<file path="src/rtl/storage_access_arbiter_pkg.sv">
// storage_access_arbiter_pkg: grant and FSM encodings plus default timing constants
// shared by the storage access arbiter and its priority selector.
package storage_access_arbiter_pkg;

    typedef enum logic [1:0] {
        GNT_NONE = 2'd0,
        GNT_SYM  = 2'd1,
        GNT_WR   = 2'd2,
        GNT_RD   = 2'd3
    } gnt_t;

    typedef enum logic [1:0] {
        ST_IDLE  = 2'd0,
        ST_ISSUE = 2'd1,
        ST_HOLD  = 2'd2
    } state_t;

    localparam int DEF_SYM_HOLD  = 2;
    localparam int DEF_WR_HOLD   = 2;
    localparam int DEF_RD_HOLD   = 153;
    localparam int DEF_SYM_BURST = 4;
    localparam int DEF_HOLD_W    = 8;
    localparam int DEF_STAT_W    = 16;

endpackage

</file>
<file path="src/rtl/arb_priority_sel.sv">
// arb_priority_sel: picks the next storage access winner from the eligible requesters,
// the symbol streak and the host alternation state.
module arb_priority_sel
    import storage_access_arbiter_pkg::*;
#(
    parameter int SYM_BURST = DEF_SYM_BURST,
    parameter int SW        = $clog2(DEF_SYM_BURST + 1)
) (
    input  logic          sym_e,
    input  logic          wr_e,
    input  logic          rd_e,
    input  logic [SW-1:0] streak,
    input  logic          last_rd,
    output gnt_t          win
);
    logic host_win;

    // Host only pre-empts symbols once the burst allowance is used up.
    assign host_win = (wr_e | rd_e) & (!sym_e | streak == SW'(SYM_BURST));

    always_comb
        win = host_win ? ((wr_e & (!rd_e | last_rd)) ? GNT_WR : GNT_RD)
                       : (sym_e ? GNT_SYM : GNT_NONE);

endmodule

</file>
<file path="src/rtl/storage_access_arbiter.sv">
// storage_access_arbiter: serialises symbol pushes, host writes and host reads onto the
// symbol storage array. Define STORAGE_ARB_STATS_EN for the statistics counters.
module storage_access_arbiter
    import storage_access_arbiter_pkg::*;
#(
    parameter int SYM_HOLD  = DEF_SYM_HOLD,
    parameter int WR_HOLD   = DEF_WR_HOLD,
    parameter int RD_HOLD   = DEF_RD_HOLD,
    parameter int SYM_BURST = DEF_SYM_BURST,
    parameter int HOLD_W    = DEF_HOLD_W
`ifdef STORAGE_ARB_STATS_EN
    ,
    parameter int STAT_W    = DEF_STAT_W
`endif
) (
    input  logic        sym_clk,
    input  logic        rst_n,
    input  logic        sym_req,
    input  logic        host_wr_req,
    input  logic        host_rd_req,
    input  logic        iq_fifo_empty,
    input  logic        wr_fifo_empty,
    input  logic        rd_fifo_full,
    output logic        new_symbol,
    output logic        write_enable,
    output logic        read_enable,
    output logic        sym_ack,
    output logic        host_wr_ack,
    output logic        host_rd_ack,
    output logic        busy,
    output logic [1:0]  grant_id
`ifdef STORAGE_ARB_STATS_EN
    ,
    input  logic              stat_clr,
    output logic [STAT_W-1:0] stat_sym_cnt,
    output logic [STAT_W-1:0] stat_wr_cnt,
    output logic [STAT_W-1:0] stat_rd_cnt,
    output logic [STAT_W-1:0] stat_starve_cnt
`endif
);
    localparam int SW = $clog2(SYM_BURST + 1);

    state_t            state, state_nx;
    gnt_t              gnt, gnt_nx, ack, ack_nx, win;
    logic [HOLD_W-1:0] cnt, cnt_nx;
    logic [SW-1:0]     streak, streak_nx;
    logic              last_rd, last_rd_nx;
    logic              sym_e, wr_e, rd_e, host_e;

    assign sym_e  = sym_req & !iq_fifo_empty;
    assign wr_e   = host_wr_req & !wr_fifo_empty;
    assign rd_e   = host_rd_req & !rd_fifo_full;
    assign host_e = wr_e | rd_e;

    arb_priority_sel #(.SYM_BURST(SYM_BURST), .SW(SW)) u_sel (
        .sym_e   (sym_e),
        .wr_e    (wr_e),
        .rd_e    (rd_e),
        .streak  (streak),
        .last_rd (last_rd),
        .win     (win)
    );

    always_comb begin
        state_nx   = state;
        gnt_nx     = gnt;
        ack_nx     = GNT_NONE;
        cnt_nx     = cnt;
        streak_nx  = streak;
        last_rd_nx = last_rd;
        case (state)
            ST_IDLE: if (win != GNT_NONE) begin
                state_nx   = ST_ISSUE;
                gnt_nx     = win;
                cnt_nx     = (win == GNT_SYM) ? HOLD_W'(SYM_HOLD - 1)
                           : (win == GNT_WR)  ? HOLD_W'(WR_HOLD - 1) : HOLD_W'(RD_HOLD - 1);
                streak_nx  = (win == GNT_SYM && host_e) ? streak + 1'b1 : '0;
                last_rd_nx = (win == GNT_SYM) ? last_rd : (win == GNT_RD);
            end
            ST_ISSUE: state_nx = ST_HOLD;
            ST_HOLD: begin
                cnt_nx = cnt - 1'b1;
                if (cnt == HOLD_W'(1)) begin
                    state_nx = ST_IDLE;
                    ack_nx   = gnt;
                end
            end
            default: state_nx = ST_IDLE;
        endcase
    end

    always_ff @(posedge sym_clk or negedge rst_n)
        if (!rst_n) begin
            state   <= ST_IDLE;
            gnt     <= GNT_NONE;
            ack     <= GNT_NONE;
            cnt     <= '0;
            streak  <= '0;
            last_rd <= 1'b1;
        end else begin
            state   <= state_nx;
            gnt     <= gnt_nx;
            ack     <= ack_nx;
            cnt     <= cnt_nx;
            streak  <= streak_nx;
            last_rd <= last_rd_nx;
        end

    assign busy         = state != ST_IDLE;
    assign grant_id     = busy ? gnt : GNT_NONE;
    assign new_symbol   = state == ST_ISSUE && gnt == GNT_SYM;
    assign write_enable = state == ST_ISSUE && gnt == GNT_WR;
    assign read_enable  = state == ST_ISSUE && gnt == GNT_RD;
    assign sym_ack      = ack == GNT_SYM;
    assign host_wr_ack  = ack == GNT_WR;
    assign host_rd_ack  = ack == GNT_RD;

`ifdef STORAGE_ARB_STATS_EN
    logic starve;

    assign starve = state == ST_IDLE && host_e && win == GNT_SYM;

    // All counters saturate at all-ones; clear beats a same-cycle increment.
    always_ff @(posedge sym_clk or negedge rst_n)
        if (!rst_n) begin
            stat_sym_cnt    <= '0;
            stat_wr_cnt     <= '0;
            stat_rd_cnt     <= '0;
            stat_starve_cnt <= '0;
        end else if (stat_clr) begin
            stat_sym_cnt    <= '0;
            stat_wr_cnt     <= '0;
            stat_rd_cnt     <= '0;
            stat_starve_cnt <= '0;
        end else begin
            if (sym_ack && ~&stat_sym_cnt) stat_sym_cnt <= stat_sym_cnt + 1'b1;
            if (host_wr_ack && ~&stat_wr_cnt) stat_wr_cnt <= stat_wr_cnt + 1'b1;
            if (host_rd_ack && ~&stat_rd_cnt) stat_rd_cnt <= stat_rd_cnt + 1'b1;
            if (starve && ~&stat_starve_cnt) stat_starve_cnt <= stat_starve_cnt + 1'b1;
        end
`endif

endmodule
</file>
<file path="config.mk">
export PLATFORM = sky130hd
export DESIGN_NAME = storage_access_arbiter
export DESIGN_NICKNAME = d
export VERILOG_FILES = /design/src/rtl/storage_access_arbiter_pkg.sv /design/src/rtl/arb_priority_sel.sv /design/src/rtl/storage_access_arbiter.sv
export SDC_FILE = /design/constraint.sdc
export NUM_CORES = 1
export LEC_CHECK = 0
export ABC_AREA = 1
export CAP_MARGIN = 30
export CORE_MARGIN = 4
export CORE_UTILIZATION = 53
export DETAILED_ROUTE_END_ITERATION = 7
export HOLD_SLACK_MARGIN = 0.02
export PLACE_DENSITY = 0.78
export SYNTH_ARGS = -nofsm -noshare
export SYNTH_HDL_FRONTEND = slang
export SYNTH_HIERARCHICAL = 1
export SYNTH_SLANG_ARGS = --single-unit
</file>
<file path="constraint.sdc">
create_clock -name sym_clk -period 2.1 [get_ports sym_clk]
set_input_delay 0.21 -clock sym_clk [delete_from_list [all_inputs] [get_ports sym_clk]]
set_output_delay 0.21 -clock sym_clk [all_outputs]
set_load 0.02 [all_outputs]
</file>
==> results.txt <==
* Outcome: complete, no violations
- Total routing usage reported by global routing: 0.1893
- For this design the top-level I/O count stands at 17.
- Setup violations remaining at the end of the flow were counted as 0.
- In this run the critical register-to-register path is launched from streak[1].
- The number of gates resized after CTS was 0.
- Clock-pin transition on the worst setup and hold timing paths: 0.10 ns
- Final Worst Setup Slack: 0.1439 ns
- At the end of the flow, the number of nets in the layout was 189.
- Counting the fill cells in the layout gives 166.
- Total number of vias: 990
- The repair_antennas step left the layout with diodes totalling 0.
- Hold is met by 0.2419 ns.
* Iteration count of the initial detailed-routing pass: 4
- TritonCTS Sinks: 18
- No sink is reached through more buffers than the 2 on the longest clock path.
- Antenna violations before repair: 0
- Number of design-rule violations left by the first detailed-router iteration: 22
- # Post-CTS Setup Buffers: 0
- Summed over all nets, the half-perimeter wirelength after detailed placement is 1815 µm.
* Routed wire per std cell: 11.40 µm
- Vias per std cell: 4.925
- Number of nets in the synthesized netlist: 168
- In this run the cell area measured after placement is 0.001335 mm².
- Crit-path max FO: 4
* Pwr Density: 1265 mW/mm²
* Synthesized area: 0.001145 mm²
- OpenSTA, run right after detailed placement, puts the worst setup slack at -0.09009 ns.
- For this design the static power due to leakage is 0.0007015 µW.
* Startpoint types: register
- The floorplan step defined a core boundary enclosing 0.002002 mm².
* I/O Buffers: 16
* Gpl congestion: 0.8345
* RSZ-0062 raised after global routing: false
- Area Overhead vs Synth: 19.78%
* Max-Cap Viols: 0
* Largest net degree at the start of global routing: 19
- Wire length of the first global-routing pass: 4015 µm
- Actual slew at the worst max-slew pin: 0.4653 ns
- For this run, the top clock speed supported by timing is 511.2 MHz.
- For the finished layout, the period the worst path requires is 1.956 ns.
- Number of slew-limit violations in the final report: 0
* Relative slew margins: 0.6865
* Source of the critical timing path: state[1]
- Summed over all layers, the routed wires come to 2291 µm.
* Worst hold-check path type: in -> async
- Of the synthesized area, sequential elements account for 0.3945.
- Number of hold-slack violations in the final timing report: 0
- TritonCTS built the clock tree.
- Dividing the synthesized area by the synthesized cell count gives 7.434 µm².
* Clock Tree Root: clkbuf_4
- In this run the number of H-tree levels came out at 1.
* Floorplan die area: 0.002968 mm²
- Final Instance Area: 0.001371 mm²
* Count of yosys warnings during synthesis: 6
* TritonCTS buffer count: 3
- Vertical extent of the die: 54.48 µm
- Number of register bits inferred by synthesis: 18
* Count of unique library cells instantiated by Yosys: 24
- Number of rows in the core area: 16
- Data arrival time of the critical path: 1.75 ns
- After global routing the overflow that remains totals 0.
- From left edge to right edge, the die measures 54.48 µm.
* Data required time at the worst endpoint: 1.89 ns
- Of the cells placed in the final design, the portion with a size suffix greater than 1 is 0.1264.
- Share of the clock period used by the worst path: 0.9315
- Antenna viol nets, final: 0
- Count of mapped cells out of synthesis: 154
* Clock insertion delay at the later pin of the skew report: 0.29 ns
- The number of global-route vias before repair came to 964.
- Between clock sinks in the finished design, the worst skew comes to 0.0005480 ns.
- Critical path class: reg -> out
- DRC viols: 0
- Maximum vdd drop: 0.7368 mV
- For this design, the CTS-stage hold fixing added 0 buffers.
* Initial core utilization: 0.5719
- STA classifies the critical path endpoint as a primary output.
## cells in the final DEF, fill, tap and decap left out, drive strengths merged, types with 2 or more instances in the layout
| master | n |
|---|---|
| o21ai | 11 |
| nand3 | 16 |
| nor3 | 4 |
| clkdlybuf4s50 | 16 |
| nand2 | 38 |
| ha | 6 |
| nor4 | 2 |
| clkbuf | 4 |
| dfrtp | 17 |
| a21oi | 3 |
| buf | 2 |
| inv | 32 |
| nor2 | 19 |
## per-layer routing
metal	routed length, µm	global-route usage
met5	0	0
met4	42	0.08714
met3	115	0.04087
met2	1061	0.3068
met1	1072	0.2393
## final timing paths
path,cells past startpoint,end,slack [ns]
worst max-delay path,4,new_symbol,0.14
worst min-delay path,2,gnt[0],0.24
worst max register to register,11,cnt[0],0.28
worst min register to register,2,last_rd,0.51
max in group asynchronous,2,last_rd,1.60
min in group sym_clk,2,last_rd,0.51
## registers in the layout (all words and copies together), names as in the netlist
signal	cells
ack	2
cnt	8
gnt	2
last_rd	1
state	2
streak	3
## cell type report
| cell class | instances | area (µm²) | share of cell area |
|---|---|---|---|
| Sequential cell | 18 | 451.7 | 0.3294 |
| Tap cell | 27 | 33.78 | 0.02463 |
| Timing Repair Buffer | 18 | 175.2 | 0.1277 |
| Multi-Input combinational cell | 102 | 551.8 | 0.4024 |
| Clock buffer | 4 | 36.28 | 0.02646 |
| Inverter | 32 | 122.6 | 0.08942 |
## report_power, final
part           internal (µW)  switching (µW)  leakage, µW  total, µW
Sequential               481             126     0.000230        607
Combinational            338             575     0.000450        913
Clock                    106             108    0.0000210        213
Total                    925             809     0.000702       1730
## kinds of logic (layout without fill, tap and decap cells)
logic type | after synthesis | count (layout) | share of synthesized area
simple gates | 80 | 80 | 0.3301
buf+inv | 34 | 54 | 0.1235
flops | 18 | 18 | 0.3945
compound gates | 16 | 16 | 0.08634
fa+ha+maj | 6 | 6 | 0.06557
## synth_stat cells
library cell / n / area (µm²)
inv_1: 29 / 108.9
ha_1: 6 / 75.07
a21boi_1: 1 / 7.510
nor2_2: 3 / 18.77
dfrtp_1: 17 / 425.4
nand3_1: 16 / 80.08
nor2_4: 3 / 33.78
inv_2: 2 / 7.510
or2_0: 1 / 6.260
buf_6: 1 / 11.26
o21ai_1: 6 / 30.03
a21oi_2: 2 / 17.52
o22ai_1: 1 / 6.260
nor4_1: 2 / 12.51
nand2_4: 2 / 22.52
dfstp_2: 1 / 26.28
nand2_1: 36 / 135.1
o21ai_2: 2 / 17.52
buf_4: 1 / 7.510
a21oi_1: 1 / 5.000
inv_4: 1 / 6.260
nor2_1: 13 / 48.80
o21ai_0: 3 / 15.01
nor3_1: 4 / 20.02
## critical path, stage by stage, from the launching register on
cell             delay [ns]
dfrtp_1                0.46
inv_1                  0.10
nand2_1                0.10
nor3_1                 0.16
clkdlybuf4s50_1        0.63
## metrics by stage
stage	total power [µW]	instances	utilization	setup TNS [ns]
after detailed placement	1524	197	0.6669	-0.4670
after floorplan	1279	154	-	0
after global placement	1486	197	0.6669	0
final	1734	201	0.6850	0
after CTS	1743	201	0.6850	0
after global routing	1909	201	0.6850	0
No activity file was read; power rests on OpenSTA's default activity.
